$ cat config.mk
export PLATFORM = sky130hd
export DESIGN_NAME = decode
export DESIGN_NICKNAME = d
export VERILOG_FILES = /design/src/rtl/decode.sv
export SDC_FILE = /design/constraint.sdc
export NUM_CORES = 2
export LEC_CHECK = 0
export ABC_AREA = 1
export CAP_MARGIN = 20
export CORE_MARGIN = 2
export CORE_UTILIZATION = 42
export DETAILED_ROUTE_END_ITERATION = 10
export PLACE_DENSITY = 0.61
export SLEW_MARGIN = 0
export SYNTH_ARGS = -nofsm -noshare
export SYNTH_HDL_FRONTEND = slang
export SYNTH_SLANG_ARGS = --single-unit
$ cat constraint.sdc
create_clock -name clk_in -period 48.3 [get_ports clk_in]
set_input_delay 9.66 -clock clk_in [delete_from_list [all_inputs] [get_ports clk_in]]
set_output_delay 9.66 -clock clk_in [all_outputs]
set_load 0.01 [all_outputs]
$ cat src/rtl/decode.sv
// Decode stage: MIPS-I subset decoder, 32x32 register file with write-through
// bypass, ID/EX pipeline latch and load-use hazard detection.
module decode #(
  parameter logic [31:0] RESET_PC  = 32'h80020000,
  parameter int          REG_COUNT = 32
) (
  input  logic        clk_in,
  input  logic        rst_in,
  input  logic [31:0] pc_in,
  input  logic [31:0] insn_in,
  input  logic        insn_valid_in,
  input  logic        stall_in,
  input  logic        wb_en_in,
  input  logic [4:0]  wb_addr_in,
  input  logic [31:0] wb_data_in,
  output logic        stall_out,
  output logic        valid_out,
  output logic [31:0] pc_out,
  output logic [31:0] insn_out,
  output logic [31:0] rs_data_out,
  output logic [31:0] rt_data_out,
  output logic [31:0] imm_out,
  output logic [4:0]  shamt_out,
  output logic [4:0]  dest_reg_out,
  output logic [3:0]  alu_op_out,
  output logic        reg_write_out,
  output logic        mem_read_out,
  output logic        mem_write_out,
  output logic        alu_src_imm_out,
  output logic        branch_out,
  output logic        branch_ne_out,
  output logic        jump_out,
  output logic        jump_reg_out,
  output logic        link_out,
  output logic        illegal_out
);

  localparam logic [5:0] OP_R = 6'h00, OP_J = 6'h02, OP_JAL = 6'h03, OP_BEQ = 6'h04,
                         OP_BNE = 6'h05, OP_ADDIU = 6'h09, OP_SLTI = 6'h0A,
                         OP_ANDI = 6'h0C, OP_ORI = 6'h0D, OP_XORI = 6'h0E,
                         OP_LUI = 6'h0F, OP_LW = 6'h23, OP_SW = 6'h2B;
  localparam logic [5:0] F_SLL = 6'h00, F_SRL = 6'h02, F_SRA = 6'h03, F_JR = 6'h08,
                         F_ADDU = 6'h21, F_SUBU = 6'h23, F_AND = 6'h24, F_OR = 6'h25,
                         F_XOR = 6'h26, F_SLT = 6'h2A;
  localparam logic [3:0] A_ADD = 4'd0, A_SUB = 4'd1, A_AND = 4'd2, A_OR = 4'd3,
                         A_XOR = 4'd4, A_SLT = 4'd5, A_SLL = 4'd6, A_SRL = 4'd7,
                         A_SRA = 4'd8, A_LUI = 4'd9;

  typedef struct packed {
    logic        valid;
    logic [31:0] pc;
    logic [31:0] insn;
    logic [31:0] rs_data;
    logic [31:0] rt_data;
    logic [31:0] imm;
    logic [4:0]  shamt;
    logic [4:0]  dest;
    logic [3:0]  alu_op;
    logic        reg_write;
    logic        mem_read;
    logic        mem_write;
    logic        alu_src_imm;
    logic        branch;
    logic        branch_ne;
    logic        jump;
    logic        jump_reg;
    logic        link;
    logic        illegal;
  } idex_t;

  logic [5:0]  op, funct;
  logic [4:0]  rs, rt, rd;
  logic [31:0] imm_se, imm_ze;
  logic [31:0] rf_q [REG_COUNT];
  logic [31:0] rs_val, rt_val;
  logic        reads_rt, hazard;
  idex_t       dec, idex_d, idex_q;

  assign op     = insn_in[31:26];
  assign rs     = insn_in[25:21];
  assign rt     = insn_in[20:16];
  assign rd     = insn_in[15:11];
  assign funct  = insn_in[5:0];
  assign imm_se = {{16{insn_in[15]}}, insn_in[15:0]};
  assign imm_ze = {16'h0, insn_in[15:0]};

  // Writeback is independent of any stall; r0 is never written so it reads 0.
  always_ff @(posedge clk_in or posedge rst_in) begin
    if (rst_in) begin
      for (int i = 0; i < REG_COUNT; i++) rf_q[i] <= '0;
    end else if (wb_en_in && wb_addr_in != 5'd0) begin
      rf_q[wb_addr_in] <= wb_data_in;
    end
  end

  always_comb begin
    rs_val = rf_q[rs];
    rt_val = rf_q[rt];
    if (wb_en_in && wb_addr_in != 5'd0 && wb_addr_in == rs) rs_val = wb_data_in;
    if (wb_en_in && wb_addr_in != 5'd0 && wb_addr_in == rt) rt_val = wb_data_in;
  end

  always_comb begin
    dec         = '0;
    dec.valid   = 1'b1;
    dec.pc      = pc_in;
    dec.insn    = insn_in;
    dec.rs_data = rs_val;
    dec.rt_data = rt_val;
    dec.shamt   = insn_in[10:6];
    case (op)
      OP_R: begin
        dec.dest      = rd;
        dec.reg_write = 1'b1;
        case (funct)
          F_ADDU: dec.alu_op = A_ADD;
          F_SUBU: dec.alu_op = A_SUB;
          F_AND:  dec.alu_op = A_AND;
          F_OR:   dec.alu_op = A_OR;
          F_XOR:  dec.alu_op = A_XOR;
          F_SLT:  dec.alu_op = A_SLT;
          F_SLL:  dec.alu_op = A_SLL;
          F_SRL:  dec.alu_op = A_SRL;
          F_SRA:  dec.alu_op = A_SRA;
          F_JR: begin
            dec.dest      = '0;
            dec.reg_write = 1'b0;
            dec.jump_reg  = 1'b1;
          end
          default: begin
            dec.dest      = '0;
            dec.reg_write = 1'b0;
            dec.illegal   = 1'b1;
          end
        endcase
      end
      OP_ADDIU, OP_SLTI, OP_ANDI, OP_ORI, OP_XORI, OP_LUI, OP_LW: begin
        dec.dest        = rt;
        dec.reg_write   = 1'b1;
        dec.alu_src_imm = 1'b1;
        dec.imm         = imm_se;
        case (op)
          OP_SLTI: dec.alu_op = A_SLT;
          OP_ANDI: begin dec.alu_op = A_AND; dec.imm = imm_ze; end
          OP_ORI:  begin dec.alu_op = A_OR;  dec.imm = imm_ze; end
          OP_XORI: begin dec.alu_op = A_XOR; dec.imm = imm_ze; end
          OP_LUI:  begin dec.alu_op = A_LUI; dec.imm = {insn_in[15:0], 16'h0}; end
          OP_LW:   dec.mem_read = 1'b1;
          default: dec.alu_op = A_ADD;
        endcase
      end
      OP_SW: begin
        dec.dest        = rt;
        dec.mem_write   = 1'b1;
        dec.alu_src_imm = 1'b1;
        dec.imm         = imm_se;
      end
      OP_BEQ, OP_BNE: begin
        dec.dest      = rt;
        dec.branch    = 1'b1;
        dec.branch_ne = (op == OP_BNE);
        dec.alu_op    = A_SUB;
        dec.imm       = imm_se;
      end
      OP_J, OP_JAL: begin
        // Upper PC bits are merged downstream.
        dec.jump      = 1'b1;
        dec.imm       = {4'h0, insn_in[25:0], 2'b00};
        dec.link      = (op == OP_JAL);
        dec.reg_write = (op == OP_JAL);
        dec.dest      = (op == OP_JAL) ? 5'd31 : 5'd0;
      end
      default: dec.illegal = 1'b1;
    endcase
  end

  assign reads_rt  = (op == OP_R) || (op == OP_SW) || (op == OP_BEQ) || (op == OP_BNE);
  assign hazard    = idex_q.valid && idex_q.mem_read && (idex_q.dest != 5'd0) && insn_valid_in &&
                     ((idex_q.dest == rs) || (idex_q.dest == rt && reads_rt));
  assign stall_out = stall_in || hazard;

  always_comb begin
    idex_d = dec;
    if (stall_in)                        idex_d = idex_q;
    else if (hazard || !insn_valid_in)   idex_d = '0;
  end

  always_ff @(posedge clk_in or posedge rst_in) begin
    if (rst_in) begin
      idex_q    <= '0;
      idex_q.pc <= RESET_PC;
    end else begin
      idex_q    <= idex_d;
    end
  end

  assign valid_out       = idex_q.valid;
  assign pc_out          = idex_q.pc;
  assign insn_out        = idex_q.insn;
  assign rs_data_out     = idex_q.rs_data;
  assign rt_data_out     = idex_q.rt_data;
  assign imm_out         = idex_q.imm;
  assign shamt_out       = idex_q.shamt;
  assign dest_reg_out    = idex_q.dest;
  assign alu_op_out      = idex_q.alu_op;
  assign reg_write_out   = idex_q.reg_write;
  assign mem_read_out    = idex_q.mem_read;
  assign mem_write_out   = idex_q.mem_write;
  assign alu_src_imm_out = idex_q.alu_src_imm;
  assign branch_out      = idex_q.branch;
  assign branch_ne_out   = idex_q.branch_ne;
  assign jump_out        = idex_q.jump;
  assign jump_reg_out    = idex_q.jump_reg;
  assign link_out        = idex_q.link;
  assign illegal_out     = idex_q.illegal;

endmodule

# --- Yosys cells after proc, flatten, opt, wreduce, memory -nomap -nowiden ---
# Index checks and enable logic that the tools add are counted.
totals:
  register_bits: 1209
  word_cells: 146
  n_memories: 0
  mem_bits_ro: 0
  ramBits: 0
  latch_bits: 0
  inputBits: 106
classes:
  div: 0
  n_reduce_logical: 30
  mux: 33
  n_shift: 0
  magnitude_cmp: 4
  eq_ne: 25
  n_bitwise: 3
  multipliers: 0
  addsub: 0
op_table:
  columns: ["cell", "count"]
  rows:
  - ["$bwmux W1024", 1]
  - ["$bmux W32 S5", 2]
  - ["$mux W32", 7]
  - ["$mux W185", 1]
  - ["$demux W32 S5", 1]
  - ["$pmux W32 S3", 1]
  - ["$pmux W32 S2", 1]
  - ["$eq A6 B6 Y1 const B", 8]
  - ["$eq A6 B4 Y1 const B", 7]
  - ["$pmux W4 S8", 1]
  - ["$eq A6 B2 Y1 const B", 4]
  - ["$eq A5 B5 Y1", 4]
  - ["$pmux W4 S5", 1]
  - ["$reduce_or A10 Y1", 2]
  - ["$ge A6 B6 Y1 const B", 3]
  - ["$not A5 Y6", 3]
  - ["$pmux W5 S3", 1]
  - ["$eq A6 B3 Y1 const B", 2]
  - ["$logic_not A6 Y1", 2]
  - ["$pmux W4 S3", 1]
  - ["$reduce_or A12 Y1", 1]
  - ["$mux W1", 10]
  - ["$mux W5", 2]
  - ["$reduce_bool A5 Y1", 2]
  - ["other kinds (12)", 27]

# --- Depth between registers and ports, before layout ---
depth:
  ltp_word: 9
  mapped_depth: 14

# --- Worst setup path before layout ---
# No wires, ideal clock.
synth_timing:
  path_kind: "input port to output port"
  startpoint: "input insn_in[31]"
  endpoint: "output stall_out"
  n_path_buf: 1
  stages: 10
  setup_slack_ns: 27.964
  arrival_ns: 10.676
  cell_sequence: "nor2_2 > inv_2 > nor2_1 > nand2_1 > nand3_1 > nand2_1 > nand2_1 > nand2_1 > clkbuf_1 > nand2_1"
synth_via:
  elab_chain_cells: 8
synth_rtl:
  columns: ["element", "line", "source"]
  rows:
  - ["start, declared", "10", "input logic [31:0] insn_in,"]
  - ["$eq A6 B6 Y1 / $logic_not A6 Y1 (equally long branches)", "177", "assign reads_rt = (op == OP_R) || (op == OP_SW) || (op == OP_BEQ) || (op == OP_BNE);"]
  - ["$logic_or A1 B1 Y1 (2 in a row)", "177", null]
  - ["$logic_or A1 B1 Y1 *", "177", null]
  - ["$logic_and A1 B1 Y1 *", "179", "((idex_q.dest == rs) || (idex_q.dest == rt && reads_rt));"]
  - ["$logic_or A1 B1 Y1 *", "179", null]
  - ["$logic_and A1 B1 Y1 *", "178", "assign hazard = idex_q.valid && idex_q.mem_read && (idex_q.dest != 5'd0) && insn_valid_in &&"]
  - ["$logic_or A1 B1 Y1 *", "180", "assign stall_out = stall_in || hazard;"]
  - ["end, declared", "16", "output logic stall_out,"]
# Every way passes the cells marked *; elsewhere a longest branch is shown, timed or not.

# --- Worst setup path after layout ---
layout_timing:
  startpoint: "input insn_in[19]"
  endpoint: "output stall_out"
layout_via:
  elab_chain_cells: 5
layout_rtl:
  columns: ["element", "line"]
  rows:
  - ["$eq A5 B5 Y1", "179"]
  - ["$logic_and A1 B1 Y1", "179"]
  - ["$logic_or A1 B1 Y1", "179"]
  - ["$logic_and A1 B1 Y1", "178"]
  - ["$logic_or A1 B1 Y1", "180"]
# No other way between the ends.

==> reports/results.tsv <==
stage	metric	value	unit
clocking	clock-sinks	1204	
floorplan	die_height	407	um
clocking	clock_latency	0.78	ns
routing	drc	0	
min_path	whs_path_depth	0	
timing	slew_headroom	16.4	%
timing	maxSlewViolCount	0	
logic_synthesis	ys_ff_latch	1204	
placement	dp_hpwl	152	mm
routing	route.antenna.remaining_nets	0	
clocking	clk_path_buf_depth	3	
logic_synthesis	seq_area_frac_synth	44.1	%
setup_path	startpoint_type	primary input	
logic_synthesis	yosysWarnings	0	
setup_path	rrSetupSlack	44.76	ns
power_and_ir_drop	p_switching	965	uW
grt	busiest_layer	met2	
logic_synthesis	synth_nets	10200	
logic_synthesis	synth_edf_count	0	
power_and_ir_drop	seqPwrFrac	42.8	%
flow_run	cap_violations	0	
logic_synthesis	syn-cell-area	68200	um2
power_and_ir_drop	fin_total_pwr	3.03	mW
setup_path	crit_path_end_kind	output port	
grt	overflow	0	
placement	dp.cells	11800	
final_layout	design_area	76300	um2
routing	drt-initial-drc-count	8959	
min_path	hold_path_class	flip-flop to flip-flop	
timing	fin_skew	0.0205	ns
clocking	clkTransAtPathRegs	0.05	ns
final_layout	stdcell_count	12100	
timing	finalSetupTns	0	ns
floorplan	core	161000	um2
timing	rsz0062_at_grt	false	
placement	portBuffers	291	
clocking	root_buffer	clkbuf_16	
final_layout	syn2layout_area_growth	11.8	%
grt	grt_util_met2	50.2	%
routing	avgViaCountPerCell	5.73	
power_and_ir_drop	ir_drop	0.0384	mV
setup_path	reg2reg_depth	12	
setup_path	critPathArrivalTime	12.57	ns
routing	wl	277	mm
final_layout	final_common_cell	nand2_1	
setup_path	crit_type	primary input to output port	
placement	postPlaceCellArea	71400	um2
floorplan	die_w	407	um
logic_synthesis	synth.distinct_cells	34	
final_layout	drive_above_1_share	4.36	%
routing	vias	69100	
floorplan	start_util	42.4	%
floorplan	rows	147	
grt	grt_pass1_wl	416	mm
grt	grt_pass1_vias	65000	
power_and_ir_drop	p_clk_share	37.1	%
timing	setup_viol	0	
timing	post-route-min-period	22.23	ns
min_path	hold_path_end	rf_q[997]	
run_status	status	complete, no violations	
power_and_ir_drop	power_density	39.8	nW/um2
setup_path	critPathMaxFanout	29	
timing	fmax	45.0	MHz
power_and_ir_drop	swShare	31.8	%
clocking	cts_tree	done	
min_path	holdCritStartpoint	rf_q[997]	
logic_synthesis	ys.flop_type	dfrtp_1	
timing	period_share	46.0	%
final_layout	nNetsFinal	9901	
clocking	post-cts-setup-buffers	0	
final_layout	filler_cell_count	16100	
clocking	h-tree-depth	4	
clocking	cts_repair_resize_count	0	
floorplan	dieArea	166000	um2
grt	grt_max_degree	165	
routing	wire_per_inst	22.9	um
power_and_ir_drop	intPower	2.07	mW
logic_synthesis	avgSynthCellArea	6.76	um2
timing	worst_pin_slew	1.25	ns
setup_path	crit_required	38.64	ns
grt	grt_util_met3	6.36	%
routing	first_pass_iters	8	
clocking	cts_hold_buf	0	
placement	gp_congestion	0.885	
final_layout	layout.cells.most_common_list	nand2_1 (4,006), nand3_1 (1,628), dfrtp_1 (1,202), o21ai_0 (1,029), inv_1 (738)	
grt	antenna_found_initial	11	
grt	grt_util_all_layers	32.6	%
clocking	numCtsBuffers	140	
setup_path	r2r_end	insn_out[10]	
floorplan	io_pins	292	
setup_path	reg2reg_from	dest_reg_out[3]	
grt	gr-usage-met1	43.5	%
logic_synthesis	synthArstFlopShare	100	%
power_and_ir_drop	leakage	37.8	nW
power_and_ir_drop	share_comb_of_total_power	20.1	%
timing	hold_violations	0	
logic_synthesis	syn-instance-count	10100	
[metrics by stage]
step	hold WS, ns	setup slack, ns	util, %
4_1_cts	0.378	26.16	47.3
3_3_place_gp	0.365	26.16	44.3
3_5_place_dp	0.366	26.15	44.3
6_report	0.375	26.07	47.4
5_1_grt	0.383	26.02	47.4
2_1_floorplan	0.429	4.72	-
[state kept, by name, indices dropped and copies added (netlist names)]
| name | count |
|---|---|
| rs_data_out | 32 |
| alu_src_imm_out | 1 |
| imm_out | 32 |
| jump_out | 1 |
| mem_write_out | 1 |
| link_out | 1 |
| illegal_out | 1 |
| rt_data_out | 32 |
| alu_op_out | 4 |
| dest_reg_out | 5 |
| insn_out | 32 |
| rf_q | 1024 |
| pc_out | 32 |
| jump_reg_out | 1 |
| reg_write_out | 1 |
| valid_out | 1 |
| mem_read_out | 1 |
| branch_ne_out | 1 |
| branch_out | 1 |
[power groups by stage]
stage          logic, mW  registers, mW  clock network [mW]
3_5_place_dp       0.601           1.31                   0
3_3_place_gp       0.586           1.30                   0
2_1_floorplan      0.429           1.29                   0
5_1_grt            0.694           1.32                1.18
6_report           0.610           1.30                1.13
4_1_cts            0.604           1.29                1.14
[worst max-delay path by stage]
stage | startpoint | endpoint | slack (ns) | cells after the start
global route | insn_in[26] | stall_out | 26.02 | 10
detailed placement | insn_in[19] | stall_out | 26.15 | 11
global placement | insn_in[19] | stall_out | 26.16 | 11
finish | insn_in[19] | stall_out | 26.07 | 11
floorplan | rst_in | alu_op_out[0] | 4.72 | 1
CTS | insn_in[19] | stall_out | 26.16 | 11
[cell type report]
class | count | area (um2) | share of cell area (%)
tap | 2160 | 2700 | 3.54
inverter | 764 | 2920 | 3.83
timing repair buffer | 407 | 3960 | 5.20
multi-input combinational | 7278 | 31700 | 41.6
sequential | 1204 | 30100 | 39.5
antenna | 5 | 12.5 | 0.0164
clock buffer | 215 | 4400 | 5.76
clock inverter | 34 | 439 | 0.576
[routing by layer]
layer	part of all wire, %	vias to the layer above
met1	40	33000
met2	44	3902
li1	-	31400
met5	0.017	-
met3	10	770
met4	5.7	6
[worst max-delay path: stages]
cell             delay [ns]
buf_4                  0.28
inv_2                  0.96
nand2_1                0.12
nand2_1                0.13
nand3_1                0.08
nor2_1                 0.11
nand2_1                0.06
nand2_1                0.10
nand2_4                0.26
nand2_1                0.18
clkdlybuf4s50_1        0.56
[synthesized netlist by cell type (2+ instances only)]
library cell  count  area (um2)
xor2_1            2        17.5
nor2_2            9        56.3
o22ai_1           2        12.5
dfrtp_1        1202       30100
inv_2            17        63.8
nand2_1        4023       15100
nor3_2            7        70.1
dfstp_2           2        52.6
o211ai_1         15         113
xnor2_1          10        87.6
nor2_1          246         923
buf_2           310        1550
nand3_1        1628        8150
nor3_1            3        15.0
nand2_2          14        87.6
inv_1           743        2790
o21ai_0        1029        5150
clkbuf_1        433        1630
buf_4            29         218
buf_1            80         300
o21ai_1          43         215
o21bai_1         64         480
a21oi_1          90         450
a22oi_1          13        97.6
clkinv_1          4        15.0
nand4_1          73         457
[cell families after synthesis]
| family | Yosys count | share of synthesized area (%) |
|---|---|---|
| AOI/OAI and AO/OA | 1258 | 9.58 |
| DFF | 1204 | 44.1 |
| xor gates and xnor gates | 12 | 0.154 |
| and+or+nand+nor | 6008 | 36.5 |
| buffers and inverters | 1617 | 9.62 |
Note: power is estimated with default switching activity, not from simulation.
